## src/rtl/lut_bitserial_ctrl_if.sv

```systemverilog
// Job, bit-plane, LUT-datapath and result signals of the LUT bit-serial sequencer.
//   master : job source, bit-plane source, LUT datapath and result sink
//   slave  : lut_bitserial_ctrl
// Signals:
//   start_valid/start_ready, act, wbits       job request
//   wplane_valid/wplane_ready, wplane         weight bit-plane stream
//   lut_mode, lut_table_update,
//   lut_update_values, lut_weights,
//   lut_weights_1b, partial_sums              LUT datapath
//   acc_out, out_valid/out_ready              result
interface lut_bitserial_ctrl_if #(
    parameter int unsigned WEIGHT_WIDTH = 12,
    parameter int unsigned ACT_WIDTH    = 8,
    parameter int unsigned ACC_WIDTH    = 32
);
    localparam int unsigned PS_WIDTH    = 16;
    localparam int unsigned TABLE_WIDTH = 128;

    logic                              start_valid;
    logic                              start_ready;
    logic [3*ACT_WIDTH-1:0]            act;
    logic [4:0]                        wbits;
    logic                              wplane_valid;
    logic                              wplane_ready;
    logic [3*WEIGHT_WIDTH-1:0]         wplane;
    logic                              lut_mode;
    logic                              lut_table_update;
    logic [TABLE_WIDTH-1:0]            lut_update_values;
    logic [3*WEIGHT_WIDTH-1:0]         lut_weights;
    logic [WEIGHT_WIDTH:0]             lut_weights_1b;
    logic [WEIGHT_WIDTH*PS_WIDTH-1:0]  partial_sums;
    logic [WEIGHT_WIDTH*ACC_WIDTH-1:0] acc_out;
    logic                              out_valid;
    logic                              out_ready;

    modport master (
        output start_valid, act, wbits, wplane_valid, wplane, partial_sums, out_ready,
        input  start_ready, wplane_ready, lut_mode, lut_table_update, lut_update_values,
               lut_weights, lut_weights_1b, acc_out, out_valid
    );

    modport slave (
        input  start_valid, act, wbits, wplane_valid, wplane, partial_sums, out_ready,
        output start_ready, wplane_ready, lut_mode, lut_table_update, lut_update_values,
               lut_weights, lut_weights_1b, acc_out, out_valid
    );
endinterface

```

## src/rtl/lut_bitserial_ctrl.sv

```systemverilog
// Sequencer for one LUT-based bit-serial PE: builds the 8-entry activation
// table, streams weight bit-planes LSB-first into the LUT and shift-accumulates
// the returned per-row partial sums into signed results.
// Ports:
//   clk  clock
//   rst  synchronous active-high reset
//   bus  lut_bitserial_ctrl_if.slave (job, plane, LUT and result signals)
module lut_bitserial_ctrl #(
    parameter int unsigned WEIGHT_WIDTH = 12,
    parameter int unsigned ACT_WIDTH    = 8,
    parameter int unsigned ACC_WIDTH    = 32
) (
    input logic                 clk,
    input logic                 rst,
    lut_bitserial_ctrl_if.slave bus
);
    localparam int unsigned ENTRY_WIDTH   = 16;
    localparam int unsigned PS_WIDTH      = 16;
    localparam int unsigned N_ENTRIES     = 8;
    localparam int unsigned N_ACTS        = 3;
    localparam int unsigned CNT_WIDTH     = 5;
    localparam int unsigned SHIFT_WIDTH   = 4;
    localparam int unsigned MAX_WBITS     = 16;
    localparam int unsigned PLANE_WIDTH   = N_ACTS * WEIGHT_WIDTH;
    localparam int unsigned TABLE_WIDTH   = N_ENTRIES * ENTRY_WIDTH;
    localparam int unsigned ACC_BUS_WIDTH = WEIGHT_WIDTH * ACC_WIDTH;

    typedef enum logic [2:0] {S_IDLE, S_LOAD, S_STREAM, S_DRAIN, S_OUT} state_e;

    state_e                   state_q, state_d;
    logic [CNT_WIDTH-1:0]     wbits_q, wbits_d;
    logic                     mode_q, mode_d;
    logic [CNT_WIDTH-1:0]     cnt_q, cnt_d;
    logic                     pend_q, pend_d;
    logic [SHIFT_WIDTH-1:0]   shift_q, shift_d;
    logic                     neg_q, neg_d;
    logic [PLANE_WIDTH-1:0]   lut_weights_q, lut_weights_d;
    logic                     table_update_q, table_update_d;
    logic [TABLE_WIDTH-1:0]   table_q, table_d;
    logic [ACC_BUS_WIDTH-1:0] acc_q, acc_d;
    logic                     start_ready_q, start_ready_d;
    logic                     wplane_ready_q, wplane_ready_d;
    logic                     out_valid_q, out_valid_d;
    logic [WEIGHT_WIDTH:0]    ones_q;

    logic                     start_fire, plane_fire, out_fire;
    logic [CNT_WIDTH-1:0]     wbits_eff;
    logic [ACC_WIDTH-1:0]     ps_ext, term;

    // Entry k selects a_j where bit j of k is set; binary mode subtracts the rest.
    function automatic logic [TABLE_WIDTH-1:0] build_table(
        input logic [N_ACTS*ACT_WIDTH-1:0] act,
        input logic                        binary
    );
        logic [TABLE_WIDTH-1:0] tbl;
        logic [ENTRY_WIDTH-1:0] entry;
        logic [ENTRY_WIDTH-1:0] a_ext;
        tbl = '0;
        for (int unsigned k = 0; k < N_ENTRIES; k++) begin
            entry = '0;
            for (int unsigned j = 0; j < N_ACTS; j++) begin
                a_ext = ENTRY_WIDTH'($signed(act[j*ACT_WIDTH +: ACT_WIDTH]));
                if (k[j]) begin
                    entry = entry + a_ext;
                end else if (binary) begin
                    entry = entry - a_ext;
                end
            end
            tbl[k*ENTRY_WIDTH +: ENTRY_WIDTH] = entry;
        end
        return tbl;
    endfunction

    assign start_fire = start_ready_q && bus.start_valid;
    assign plane_fire = wplane_ready_q && bus.wplane_valid;
    assign out_fire   = out_valid_q && bus.out_ready;

    // Precision 0 means binary; anything beyond the table's reach saturates.
    assign wbits_eff = (bus.wbits == '0)                      ? CNT_WIDTH'(1) :
                       (bus.wbits > CNT_WIDTH'(MAX_WBITS))     ? CNT_WIDTH'(MAX_WBITS) :
                                                                 bus.wbits;

    // State register.
    always_ff @(posedge clk) begin
        if (rst) begin
            state_q        <= S_IDLE;
            wbits_q        <= '0;
            mode_q         <= 1'b0;
            cnt_q          <= '0;
            pend_q         <= 1'b0;
            shift_q        <= '0;
            neg_q          <= 1'b0;
            lut_weights_q  <= '0;
            table_update_q <= 1'b0;
            table_q        <= '0;
            acc_q          <= '0;
            start_ready_q  <= 1'b1;
            wplane_ready_q <= 1'b0;
            out_valid_q    <= 1'b0;
            ones_q         <= '0;
        end else begin
            state_q        <= state_d;
            wbits_q        <= wbits_d;
            mode_q         <= mode_d;
            cnt_q          <= cnt_d;
            pend_q         <= pend_d;
            shift_q        <= shift_d;
            neg_q          <= neg_d;
            lut_weights_q  <= lut_weights_d;
            table_update_q <= table_update_d;
            table_q        <= table_d;
            acc_q          <= acc_d;
            start_ready_q  <= start_ready_d;
            wplane_ready_q <= wplane_ready_d;
            out_valid_q    <= out_valid_d;
            ones_q         <= '1;
        end
    end

    // Next-state, accumulation and registered-output decode.
    always_comb begin
        state_d        = state_q;
        wbits_d        = wbits_q;
        mode_d         = mode_q;
        cnt_d          = cnt_q;
        pend_d         = 1'b0;
        shift_d        = shift_q;
        neg_d          = neg_q;
        lut_weights_d  = lut_weights_q;
        table_update_d = 1'b0;
        table_d        = table_q;
        acc_d          = acc_q;
        ps_ext         = '0;
        term           = '0;

        // Fold in the plane presented to the LUT during this cycle.
        if (pend_q) begin
            for (int unsigned i = 0; i < WEIGHT_WIDTH; i++) begin
                ps_ext = ACC_WIDTH'($signed(bus.partial_sums[i*PS_WIDTH +: PS_WIDTH]));
                term   = ps_ext << shift_q;
                acc_d[i*ACC_WIDTH +: ACC_WIDTH] = neg_q ? acc_q[i*ACC_WIDTH +: ACC_WIDTH] - term
                                                        : acc_q[i*ACC_WIDTH +: ACC_WIDTH] + term;
            end
        end

        unique case (state_q)
            S_IDLE: begin
                if (start_fire) begin
                    wbits_d        = wbits_eff;
                    mode_d         = (wbits_eff == CNT_WIDTH'(1));
                    cnt_d          = '0;
                    acc_d          = '0;
                    table_d        = build_table(bus.act, wbits_eff == CNT_WIDTH'(1));
                    table_update_d = 1'b1;
                    state_d        = S_LOAD;
                end
            end
            S_LOAD: begin
                state_d = S_STREAM;
            end
            S_STREAM: begin
                if (plane_fire) begin
                    lut_weights_d = bus.wplane;
                    pend_d        = 1'b1;
                    shift_d       = cnt_q[SHIFT_WIDTH-1:0];
                    // Top plane of a two's-complement weight carries negative weight.
                    neg_d         = !mode_q && (cnt_q == wbits_q - CNT_WIDTH'(1));
                    cnt_d         = cnt_q + CNT_WIDTH'(1);
                    if (cnt_d == wbits_q) begin
                        state_d = S_DRAIN;
                    end
                end
            end
            S_DRAIN: begin
                state_d = S_OUT;
            end
            S_OUT: begin
                if (out_fire) begin
                    state_d = S_IDLE;
                end
            end
            default: begin
                state_d = S_IDLE;
            end
        endcase

        start_ready_d  = (state_d == S_IDLE);
        wplane_ready_d = (state_d == S_STREAM) && (cnt_d < wbits_d);
        out_valid_d    = (state_d == S_OUT);
    end

    assign bus.start_ready       = start_ready_q;
    assign bus.wplane_ready      = wplane_ready_q;
    assign bus.lut_mode          = mode_q;
    assign bus.lut_table_update  = table_update_q;
    assign bus.lut_update_values = table_q;
    assign bus.lut_weights       = lut_weights_q;
    assign bus.lut_weights_1b    = ones_q;
    assign bus.acc_out           = acc_q;
    assign bus.out_valid         = out_valid_q;
endmodule
```

## src/flat_wrapper.sv

```systemverilog
// flat-port wrapper written by rule: the top's interface ports become plain ports
module lut_bitserial_ctrl_flat 
#(
    parameter int unsigned WEIGHT_WIDTH = 12,
    parameter int unsigned ACT_WIDTH    = 8,
    parameter int unsigned ACC_WIDTH    = 32
)
  (clk, rst, bus_start_valid, bus_act, bus_wbits, bus_wplane_valid, bus_wplane, bus_partial_sums, bus_out_ready, bus_start_ready, bus_wplane_ready, bus_lut_mode, bus_lut_table_update, bus_lut_update_values, bus_lut_weights, bus_lut_weights_1b, bus_acc_out, bus_out_valid);
  lut_bitserial_ctrl_if #(.WEIGHT_WIDTH(WEIGHT_WIDTH), .ACT_WIDTH(ACT_WIDTH), .ACC_WIDTH(ACC_WIDTH)) bus_i ();
  input logic clk;
  input logic rst;
  input wire logic [$bits(bus_i.start_valid)-1:0] bus_start_valid;
  input wire logic [$bits(bus_i.act)-1:0] bus_act;
  input wire logic [$bits(bus_i.wbits)-1:0] bus_wbits;
  input wire logic [$bits(bus_i.wplane_valid)-1:0] bus_wplane_valid;
  input wire logic [$bits(bus_i.wplane)-1:0] bus_wplane;
  input wire logic [$bits(bus_i.partial_sums)-1:0] bus_partial_sums;
  input wire logic [$bits(bus_i.out_ready)-1:0] bus_out_ready;
  output wire logic [$bits(bus_i.start_ready)-1:0] bus_start_ready;
  output wire logic [$bits(bus_i.wplane_ready)-1:0] bus_wplane_ready;
  output wire logic [$bits(bus_i.lut_mode)-1:0] bus_lut_mode;
  output wire logic [$bits(bus_i.lut_table_update)-1:0] bus_lut_table_update;
  output wire logic [$bits(bus_i.lut_update_values)-1:0] bus_lut_update_values;
  output wire logic [$bits(bus_i.lut_weights)-1:0] bus_lut_weights;
  output wire logic [$bits(bus_i.lut_weights_1b)-1:0] bus_lut_weights_1b;
  output wire logic [$bits(bus_i.acc_out)-1:0] bus_acc_out;
  output wire logic [$bits(bus_i.out_valid)-1:0] bus_out_valid;
  assign bus_i.start_valid = bus_start_valid;
  assign bus_i.act = bus_act;
  assign bus_i.wbits = bus_wbits;
  assign bus_i.wplane_valid = bus_wplane_valid;
  assign bus_i.wplane = bus_wplane;
  assign bus_i.partial_sums = bus_partial_sums;
  assign bus_i.out_ready = bus_out_ready;
  assign bus_start_ready = bus_i.start_ready;
  assign bus_wplane_ready = bus_i.wplane_ready;
  assign bus_lut_mode = bus_i.lut_mode;
  assign bus_lut_table_update = bus_i.lut_table_update;
  assign bus_lut_update_values = bus_i.lut_update_values;
  assign bus_lut_weights = bus_i.lut_weights;
  assign bus_lut_weights_1b = bus_i.lut_weights_1b;
  assign bus_acc_out = bus_i.acc_out;
  assign bus_out_valid = bus_i.out_valid;
  lut_bitserial_ctrl #(.WEIGHT_WIDTH(WEIGHT_WIDTH), .ACT_WIDTH(ACT_WIDTH), .ACC_WIDTH(ACC_WIDTH)) u_core (.clk(clk), .rst(rst), .bus(bus_i));
endmodule
```

## config.mk

```make
export PLATFORM = sky130hd
export DESIGN_NAME = lut_bitserial_ctrl_flat
export DESIGN_NICKNAME = d
export VERILOG_FILES = /design/src/rtl/lut_bitserial_ctrl_if.sv /design/src/rtl/lut_bitserial_ctrl.sv /design/src/flat_wrapper.sv
export SDC_FILE = /design/constraint.sdc
export NUM_CORES = 2
export LEC_CHECK = 0
export CAP_MARGIN = 0
export CORE_MARGIN = 2
export CORE_UTILIZATION = 45
export DETAILED_ROUTE_END_ITERATION = 10
export PLACE_DENSITY = 0.66
export SLEW_MARGIN = 20
export SYNTH_ARGS = -nofsm -noshare
export SYNTH_HDL_FRONTEND = slang
export SYNTH_SLANG_ARGS = --single-unit
```

## constraint.sdc

```tcl
create_clock -name clk -period 19.9 [get_ports clk]
set_clock_uncertainty 0.1 [all_clocks]
set_input_delay 2.985 -clock clk [delete_from_list [all_inputs] [get_ports clk]]
set_output_delay 2.985 -clock clk [all_outputs]
set_load 0.05 [all_outputs]
```

==> metrics.cfg <==
[run_status]
status=finished clean

[layout]
utilization=0.537
syn_to_final_growth_pct=18.6
fillers=13500
fin_area_mm2=0.0759
post_route_cells_drive_above_1_share=0.0606
nNetsFinal=9631

[critical_path]
critPathRequiredTime_ns=20.32
r2r_slack_ns=11.41
critical-path-slowest-cell=a2111oi_0
slowest_delay_ns=0.83
critPathKind=input port to register
crit_fanout=6
arrival_ns=9.24
crit_chain=clkdlybuf4s50_1 > mux4_2 > o21a_1 > o21ai_0 > o21ai_1 > nor3b_1 > and3_1 > a21oi_1 > xnor2_1 > ha_1 > and3_1 > nand3_1 > o21ba_2 > nor3_1 > nand2_1 > a2111oi_0 > o21ai_0 > a211oi_1 > o21ai_0 > and4b_1 > o21ai_0 > o21ai_0
crit_top_cell=o21ai_0
startpoint_type=input port
end_kind=register

[global_route]
grt_pass1_vias=61100
grt_pass1_wl_mm=380
grt_max_degree=188
antenna_found_initial=87
use_met1=0.425
grt_use_met3=0.103
grt_use_total=0.337
gr-total-overflow=0
busiest_layer=met2
grt_use_met2=0.517

[sta]
rsz0062_at_grt=false
setup_violations=0
min_period_over_period=0.443
worst_slew_pin_slew_ns=1.14
relSlewSlack=0.240
slew_viol_final=0
fmax_mhz=113
holdWs_ns=0.353
setup_tns_ns=0
hold_viol=0
period_minus_slack_ns=8.81

[yosys]
async_flop_share=0
synth.top_cell.area_share=0.179
synth_edf_count=0
syn_area_mm2=0.0640
postSynthAreaPerCell_um2=7.72
ys_warn_count=0
ys_ff_latch=573
synthTopCellsByCount=nor2_1, a21oi_1, nand2_1, dfxtp_1, ha_1
yosysTopAreaCell=dfxtp_1
ys.flop_type=dfxtp_1
syn-num-nets=9118
yosysMostFrequentCell=nor2_1
yosysSeqAreaShare=0.179
ys_top_cells_by_area=dfxtp_1, ha_1, xnor2_1, a21oi_1, nor2_1
yosysUniqueCellTypes=107
postSynthCellCount=8285

[cts]
cts_max_path_buffers=3
htreeDepth=3
clk_pin_slew_ns=0.06
postCtsSetupBuffers=0
clkLatencyLatePin_ns=0.70
cts_root_buf=clkbuf_16
cts.sinks=573
cts_resized=0
hold_buffers=0
cts_made_buffers=76
cts_tree=done

[drt]
wire_per_inst_um=23.7
wirelength_mm=256
initialDrtViolationCount=5954
firstDrtPassIters=8
drc_errors=0
ant_nets=0
vias=65700
viasPerCell=6.08

[placement]
placed_cell_area_mm2=0.0732
hpwlAfterDp_mm=199
io_buffers=827
gp_congestion=0.974

[floorplan]
floorplan.initialDensity=0.452
dieArea_mm2=0.145
rows=138
coreArea_mm2=0.141
io_pins=828
die_h_um=381
die_w_um=381

[power]
ir_worst_vdd_uv=68.4
powerDensity_mw_per_mm2=50.7
p_leak_nw=30.4
power.total_mw=3.85

[flow_run]
maxCapViolations=0

[min_path]
hold_class=register to register

==> cells by family after synthesis <==
logic type               after synthesis  share of synthesized area
AND/OR/NAND/NOR                     2636                      0.187
AO/OA/AOI/OAI                       2397                      0.235
XOR/XNOR                             771                      0.106
buffers and inverters                727                     0.0483
multiplexers                         607                      0.129
adder cells (fa/ha/maj)              574                      0.115
flip-flops                           573                      0.179
==> report_power, final <==
group	internal [mW]	switching [mW]	total, mW	leakage [nW]
Combinational	0.432	0.754	1.19	24.5
Clock	0.830	0.604	1.43	1.24
Sequential	1.19	0.0358	1.23	4.64
==> layer usage <==
layer  vias up  share of wire
li1      31000              -
met1     31200           0.41
met2      2881           0.43
met3       579           0.10
met4        64          0.053
met5         -         0.0015
==> stage by stage <==
stage | setup WS [ns] | std cells
after floorplan | 11.61 | 8285
after global placement | 10.72 | 10600
after detailed placement | 10.65 | 10600
after CTS | 11.35 | 10700
after global routing | 10.77 | 10800
final | 11.09 | 10800
==> state kept, by name, summed over array words and instances (netlist names) <==
| signal | flops |
|---|---|
| u_core.shift_q | 4 |
| u_core.bus.out_valid | 1 |
| u_core.pend_q | 1 |
| u_core.bus.wplane_ready | 1 |
| u_core.neg_q | 1 |
| u_core.bus.start_ready | 1 |
| u_core.wbits_q | 5 |
| u_core.bus.lut_table_update | 1 |
| u_core.bus.lut_weights | 36 |
| u_core.bus.lut_weights_1b | 1 |
| u_core.state_q | 3 |
| u_core.cnt_q | 5 |
| u_core.bus.lut_mode | 1 |
| u_core.bus.acc_out | 384 |
| u_core.bus.lut_update_values | 128 |
==> worst max-delay path: cells and delay by family <==
family,cells,cell delay [ns]
AO/OA/AOI/OAI,11,2.88
XOR/XNOR,1,0.16
adder cells (fa/ha/maj),1,0.34
buffers and inverters,1,0.54
multiplexers,1,0.56
AND/OR/NAND/NOR,7,1.74
==> cell usage in the layout (no fill, tap or decap), types with 64 or more instances in the layout <==
master	synthesis	final
ha_1	545	545
mux4_2	170	170
o21ai_0	422	421
a21oi_1	856	856
nor2_1	1037	1029
clkdlybuf4s50_1	0	826
nor2b_1	117	115
a31oi_1	126	126
inv_1	262	260
nand3_1	117	116
xor2_1	265	265
dfxtp_1	573	567
o21a_1	79	79
clkbuf_16	0	78
a211oi_1	155	155
xnor2_1	506	506
a21o_1	225	225
nand2_1	728	723
nand2b_1	89	89
o21bai_1	86	86
and2_1	71	71
buf_4	35	64
mux2i_1	381	381
nor3_1	178	176
==> area by class of cell <==
| cell class | instances | area (um2) | share of cell area |
|---|---|---|---|
| timing repair buffer | 894 | 8830 | 0.116 |
| antenna | 52 | 130 | 0.00171 |
| clock inverter | 32 | 372 | 0.00490 |
| multi-input combinational | 6985 | 49500 | 0.653 |
| clock buffer | 104 | 2160 | 0.0285 |
| inverter | 268 | 1020 | 0.0135 |
| tap | 1890 | 2360 | 0.0312 |
| sequential | 573 | 11500 | 0.151 |
==> path summary, 6_finish.rpt <==
| path | end | cells past startpoint | start |
|---|---|---|---|
| setup / recovery | u_core.bus.acc_out[30] | 22 | bus_partial_sums[3] |
| hold / removal | u_core.bus.lut_weights[13] | 2 | u_core.bus.lut_weights[13] |
| setup reg to reg | u_core.bus.acc_out[30] | 23 | u_core.shift_q[1] |
| hold reg to reg | u_core.bus.lut_weights[13] | 2 | u_core.bus.lut_weights[13] |
No activity file was read; power rests on OpenSTA's default activity.
